--- src/rtl/usb_pkg.sv ---
// rtl/usb_pkg.sv - shared USB PIDs, timing constants and OUT-transaction enums
package usb_pkg;

  localparam logic [7:0] PID_OUT   = 8'hE1;
  localparam logic [7:0] PID_DATA0 = 8'hC3;
  localparam logic [7:0] PID_DATA1 = 8'h4B;
  localparam logic [7:0] PID_ACK   = 8'hD2;
  localparam logic [7:0] PID_NAK   = 8'h5A;
  localparam logic [7:0] PID_STALL = 8'h1E;

  localparam int IPG_CYCLES = 4;
  localparam int MAX_RETRY  = 3;
  localparam int HS_TIMEOUT = 255;

  typedef enum logic [2:0] {
    ST_IDLE,
    ST_TOKEN,
    ST_TOKEN_WAIT,
    ST_GAP,
    ST_DATA,
    ST_DATA_WAIT,
    ST_HS_WAIT,
    ST_FINISH
  } state_e;

  typedef enum logic [1:0] {
    STATUS_OK    = 2'd0,
    STATUS_STALL = 2'd1,
    STATUS_ERROR = 2'd2
  } status_e;

  function automatic logic [7:0] data_pid(input logic toggle);
    return toggle ? PID_DATA1 : PID_DATA0;
  endfunction

endpackage

--- src/rtl/usb_cycle_timer.sv ---
// rtl/usb_cycle_timer.sv - up-counter with clear-load, enable and terminal-count flag
module usb_cycle_timer #(
  parameter int W = 8
) (
  input  logic         clk,
  input  logic         rst_n,
  input  logic         load,
  input  logic         en,
  input  logic [W-1:0] limit,
  output logic         tc
);

  logic [W-1:0] cnt_q, cnt_d;

  always_comb begin
    cnt_d = cnt_q;
    if (load) begin
      cnt_d = '0;
    end else if (en) begin
      cnt_d = cnt_q + W'(1);
    end
  end

  always_ff @(posedge clk or negedge rst_n) begin
    if (!rst_n) begin
      cnt_q <= '0;
    end else begin
      cnt_q <= cnt_d;
    end
  end

  // tc marks the last of 'limit' cycles counted from the clearing load
  assign tc = (cnt_q == (limit - W'(1)));

endmodule

--- src/rtl/usb_out_txn_ctrl.sv ---
// rtl/usb_out_txn_ctrl.sv - USB host OUT transaction sequencer (token, data, handshake, retry)
module usb_out_txn_ctrl
  import usb_pkg::*;
(
  input  logic        clk,
  input  logic        rst_n,
  input  logic        req_valid,
  output logic        req_ready,
  input  logic [6:0]  req_addr,
  input  logic [3:0]  req_endp,
  input  logic [63:0] req_data,
  output logic        pkt_avail,
  output logic [7:0]  pid_in,
  output logic [6:0]  addr_in,
  output logic [3:0]  endp_in,
  output logic [63:0] data_in,
  input  logic        enc_last,
  input  logic        hs_valid,
  input  logic [7:0]  hs_pid,
  output logic        done,
  output logic [1:0]  status
);

  state_e      state_q, state_d;
  status_e     status_q, status_d;
  logic        req_ready_q, req_ready_d;
  logic        pkt_avail_q, pkt_avail_d;
  logic        done_q, done_d;
  logic [7:0]  pid_q, pid_d;
  logic [6:0]  addr_q, addr_d;
  logic [3:0]  endp_q, endp_d;
  logic [63:0] data_q, data_d;
  logic [15:0] toggle_q, toggle_d;
  logic [1:0]  retry_q, retry_d;
  logic        resend_q, resend_d;

  logic        tmr_load, tmr_en, tmr_tc, fail;
  logic [7:0]  tmr_limit;

  assign tmr_en    = (state_q == ST_GAP) || (state_q == ST_HS_WAIT);
  assign tmr_limit = (state_q == ST_GAP) ? 8'(IPG_CYCLES) : 8'(HS_TIMEOUT);

  usb_cycle_timer #(.W(8)) u_timer (
    .clk   (clk),
    .rst_n (rst_n),
    .load  (tmr_load),
    .en    (tmr_en),
    .limit (tmr_limit),
    .tc    (tmr_tc)
  );

  always_comb begin
    state_d     = state_q;
    status_d    = status_q;
    pkt_avail_d = 1'b0;
    done_d      = 1'b0;
    pid_d       = pid_q;
    addr_d      = addr_q;
    endp_d      = endp_q;
    data_d      = data_q;
    toggle_d    = toggle_q;
    retry_d     = retry_q;
    resend_d    = resend_q;
    tmr_load    = 1'b0;
    fail        = 1'b0;

    case (state_q)
      ST_IDLE: begin
        if (req_valid && req_ready_q) begin
          addr_d      = req_addr;
          endp_d      = req_endp;
          data_d      = req_data;
          pid_d       = PID_OUT;
          pkt_avail_d = 1'b1;
          state_d     = ST_TOKEN;
        end
      end
      ST_TOKEN:      state_d = ST_TOKEN_WAIT;
      ST_TOKEN_WAIT: begin
        if (enc_last) begin
          tmr_load = 1'b1;
          state_d  = ST_GAP;
        end
      end
      ST_GAP: begin
        // a retry re-sends the OUT token before the data packet
        if (tmr_tc) begin
          pkt_avail_d = 1'b1;
          if (resend_q) begin
            resend_d = 1'b0;
            pid_d    = PID_OUT;
            state_d  = ST_TOKEN;
          end else begin
            pid_d    = data_pid(toggle_q[endp_q]);
            state_d  = ST_DATA;
          end
        end
      end
      ST_DATA:       state_d = ST_DATA_WAIT;
      ST_DATA_WAIT: begin
        if (enc_last) begin
          tmr_load = 1'b1;
          state_d  = ST_HS_WAIT;
        end
      end
      ST_HS_WAIT: begin
        if (hs_valid) begin
          if (hs_pid == PID_ACK) begin
            toggle_d[endp_q] = ~toggle_q[endp_q];
            status_d         = STATUS_OK;
            done_d           = 1'b1;
            state_d          = ST_FINISH;
          end else if (hs_pid == PID_STALL) begin
            status_d = STATUS_STALL;
            done_d   = 1'b1;
            state_d  = ST_FINISH;
          end else begin
            fail = 1'b1;
          end
        end else if (tmr_tc) begin
          fail = 1'b1;
        end
      end
      ST_FINISH: begin
        retry_d = 2'd0;
        state_d = ST_IDLE;
      end
      default: state_d = ST_IDLE;
    endcase

    if (fail) begin
      if (retry_q < 2'(MAX_RETRY)) begin
        retry_d  = retry_q + 2'd1;
        resend_d = 1'b1;
        tmr_load = 1'b1;
        state_d  = ST_GAP;
      end else begin
        status_d = STATUS_ERROR;
        done_d   = 1'b1;
        state_d  = ST_FINISH;
      end
    end
  end

  assign req_ready_d = (state_d == ST_IDLE);

  always_ff @(posedge clk or negedge rst_n) begin
    if (!rst_n) begin
      state_q     <= ST_IDLE;
      status_q    <= STATUS_OK;
      req_ready_q <= 1'b0;
      pkt_avail_q <= 1'b0;
      done_q      <= 1'b0;
      pid_q       <= '0;
      addr_q      <= '0;
      endp_q      <= '0;
      data_q      <= '0;
      toggle_q    <= '0;
      retry_q     <= '0;
      resend_q    <= 1'b0;
    end else begin
      state_q     <= state_d;
      status_q    <= status_d;
      req_ready_q <= req_ready_d;
      pkt_avail_q <= pkt_avail_d;
      done_q      <= done_d;
      pid_q       <= pid_d;
      addr_q      <= addr_d;
      endp_q      <= endp_d;
      data_q      <= data_d;
      toggle_q    <= toggle_d;
      retry_q     <= retry_d;
      resend_q    <= resend_d;
    end
  end

  assign req_ready = req_ready_q;
  assign pkt_avail = pkt_avail_q;
  assign done      = done_q;
  assign status    = status_q;
  assign pid_in    = pid_q;
  assign addr_in   = addr_q;
  assign endp_in   = endp_q;
  assign data_in   = data_q;

endmodule
--- config.mk ---
export PLATFORM = sky130hd
export DESIGN_NAME = usb_out_txn_ctrl
export DESIGN_NICKNAME = d
export VERILOG_FILES = /design/src/rtl/usb_pkg.sv /design/src/rtl/usb_cycle_timer.sv /design/src/rtl/usb_out_txn_ctrl.sv
export SDC_FILE = /design/constraint.sdc
export NUM_CORES = 1
export LEC_CHECK = 0
export CAP_MARGIN = 5
export CORE_ASPECT_RATIO = 0.9
export CORE_MARGIN = 2
export CORE_UTILIZATION = 30
export DETAILED_ROUTE_END_ITERATION = 6
export SYNTH_ARGS = -nofsm -noshare
export SYNTH_HDL_FRONTEND = slang
export SYNTH_SLANG_ARGS = --single-unit
export TNS_END_PERCENT = 10
--- constraint.sdc ---
create_clock -name clk -period 2.4 [get_ports clk]
set_clock_uncertainty 0.15 [all_clocks]
set_input_delay 0.6 -clock clk [delete_from_list [all_inputs] [get_ports clk]]
set_output_delay 0.6 -clock clk [all_outputs]
set_load 0.02 [all_outputs]
==> key figures <==
Worst setup path
  – CP Class: in -> reg
  – Crit end category: flop
  – Critical Path Max Stage Delay: 0.61 ns
  – Crit start category: input port
  – Worst EP arrival: 2.46 ns
  – WP buf/inv: 1
  – Slowest CP cell: or4_4
  – Required time worst endpoint: 2.55 ns
  – Crit path max fanout: 13
  – Crit-path cells: clkdlybuf4s50_1 -> nand4bb_1 -> or4_4 -> or3_4 -> o31ai_1
  – Cell family with most CP delay: simple AND/OR/NAND/NOR gates

Finish
  – FF+latch area: 2880 µm²
  – Antenna fix cells: 0
  – Ratio of cells with drive above 1 in the final layout: 24.5%
  – Multi-input logic area: 1930 µm²
  – Core Util, Final: 47.3%
  – Final #Nets: 661
  – Synth-to-layout area growth: 54.2%
  – Fin area: 7650 µm²
  – Fill cells: 1457

Detailed routing
  – Drt drc: 0
  – Violation count after the first detailed-route iteration: 181
  – Initial DRT Pass Iterations: 4
  – Final ANT Viol Nets: 0
  – Post-Route WL: 12800 µm
  – Vias: 3762
  – Vias per cell: 4.76
  – Per-cell routed wire length: 16.1 µm

Place
  – Area of placed instances: 7060 µm²
  – HPWL Detailed: 9260 µm
  – IO buf count: 173
  – GP Congestion: 0.777

Power
  – Total Power: 7.77 mW
  – Pwr Density: 1020 nW/µm²
  – Peak supply drop: 592 µV
  – P_leak: 3.36 nW

Synth
  – Mean area per synthesized cell: 13.1 µm²
  – Largest cells by area after synthesis: dfrtp_1 (58%), mux2_2 (17%), o31ai_1 (4.2%), mux2i_1 (1.6%), nand2_1 (1.3%)
  – Area leader, netlist: dfrtp_1
  – EDFF count, synth: 0
  – Post-synth top area share: 58.0%
  – Top_reg_cell synth: dfrtp_1
  – Yosys warns: 0
  – Cell Area, Synth: 4960 µm²
  – Mapped Cells: 378
  – Register bit total from synthesis: 115
  – Most frequent cells after synthesis: dfrtp_1 (115), mux2_2 (76), o31ai_1 (28)
  – Cell with the most instances after synthesis: dfrtp_1
  – Synth unique cells: 52
  – Register area share after synthesis: 58.0%
  – Share of flip-flops with an asynchronous set or reset: 100%

Timing
  – Period utilization: 96.1%
  – Final Setup Violations: 0
  – Worst Tran Pin Value: 0.812 ns
  – Post-route setup TNS: 0 ns
  – FMAX: 434 MHz
  – Hold slack: 0.334 ns
  – Period minus WS final: 2.31 ns
  – Fin. Hold Viols: 0
  – RSZ-0062 raised after global routing: no
  – Worst slew margin: 45.4%
  – Max-slew violations: 0

Clocking
  – CTS Buf Count: 17
  – Root buffer cell: clkbuf_16
  – Clock Pin Slew Worst Setup and Hold Paths: 0.05 ns
  – H-Tree Level Count: 4
  – CTS tree: yes
  – Post-CTS Setup Inserts: 0
  – Worst skew pair latency: 0.41 ns
  – Clock buffer depth: 2
  – Clk sinks: 115

GRT
  – First-pass GRT wire length: 21000 µm
  – Largest net degree at the start of global routing: 46
  – Antenna violations before repair: 0
  – Vias in the first global route: 4073
  – Tot GR Track Use: 15.2%
  – GRT overflow: 0

Floorplan
  – I/O pins: 176
  – Die Y: 126 µm
  – Die Wd: 140 µm
  – Die area: 17600 µm²
  – Initial Utilization: 30.7%
  – FP Rows: 44
  – Core Box Area: 16200 µm²

Job
  – Max-capacitance violation count: 0

Worst hold path
  – Worst hold path class: reg -> reg

Run status
  – Outcome: finished, final reports clean
-- where the power goes --
part,leakage (nW),total [mW],switching (mW),internal (mW)
Clock,0.293,2.51,0.873,1.64
Combinational,1.52,2.56,1.27,1.29
Sequential,1.55,2.70,0.305,2.39
-- cell type report --
cell class | count | area share, %
clock inverter | 12 | 1.80
sequential | 115 | 37.6
clock buffer | 20 | 5.84
multi-input combinational | 231 | 25.2
tap | 207 | 3.38
timing repair buffer | 198 | 25.7
inverter | 8 | 0.392
-- sequential cells by signal, summed over array words and instances, names as in the netlist, 2 cells and up --
signal and flops:
data_in 64, toggle_q 16, u_timer.cnt_q 8, addr_in 7, pid_in 5, endp_in 4
state_q 3, retry_q 2, status 2
-- repair_timing --
item,CTS,global route
setup endpoints to repair,2,0
hold endpoints to repair,26,0
resized for setup,2,0
hold buffers,1,0
-- logic make-up (layout without fill, tap and decap cells) --
logic type | count (synthesis) | count (layout) | share of synthesized area [%]
flip-flops | 115 | 115 | 58.0
multiplexers | 85 | 85 | 19.3
AND/OR/NAND/NOR | 75 | 75 | 9.28
AO/OA/AOI/OAI | 62 | 62 | 8.72
buffers and inverters | 33 | 238 | 3.23
XOR/XNOR | 5 | 5 | 0.882
adder cells (fa/ha/maj) | 2 | 2 | 0.504
other | 1 | 2 | 0.0756
-- final timing paths --
check                                      start           to  slack, ns  cells after the start
worst max-delay path                   hs_pid[0]  toggle_q[0]       0.09                      5
worst min-delay path                   status[1]    status[1]       0.33                      1
worst max register to register  u_timer.cnt_q[2]   retry_q[1]       0.32                      4
worst min register to register         status[1]    status[1]       0.33                      1
max in group asynchronous                  rst_n  data_in[17]       0.96                      3
min in group asynchronous                  rst_n   addr_in[6]       0.54                      2
-- cell usage in the layout, fill, tap and decap left out, types with 2 or more instances in the layout --
cell,instances
clkdlybuf4s50_1,172
dfrtp_1,113
mux2_2,76
o31ai_1,28
buf_4,21
nand2_1,17
clkbuf_16,17
nor2_1,10
nand3_1,9
inv_1,8
a21oi_1,8
o21ai_0,8
mux2i_1,8
clkinv_2,8
nand2b_1,6
o41ai_1,5
xor2_1,5
nor4_1,4
or3_1,4
buf_12,4
or2_2,3
nand4bb_1,3
bufinv_16,3
a211oi_1,2
and3b_1,2
a21o_1,2
nand4_1,2
ha_1,2
conb_1,2
clkbuf_1,2
dfrtp_2,2
-- metal layers --
layer / global-route usage (%) / wire length (µm)
met1: 18.3 / 5410
met2: 24.4 / 6170
met5: 0 / 0
met4: 5.29 / 168
met3: 6.81 / 1020
-- through the flow --
stage | worst slack (ns) | cells
after CTS | 0.0708 | 791
after detailed placement | -0.322 | 758
after global placement | -0.210 | 758
after floorplan | 0.117 | 379
final | 0.0939 | 791
after global routing | 0.0220 | 791
No activity file was read; power rests on OpenSTA's default activity.
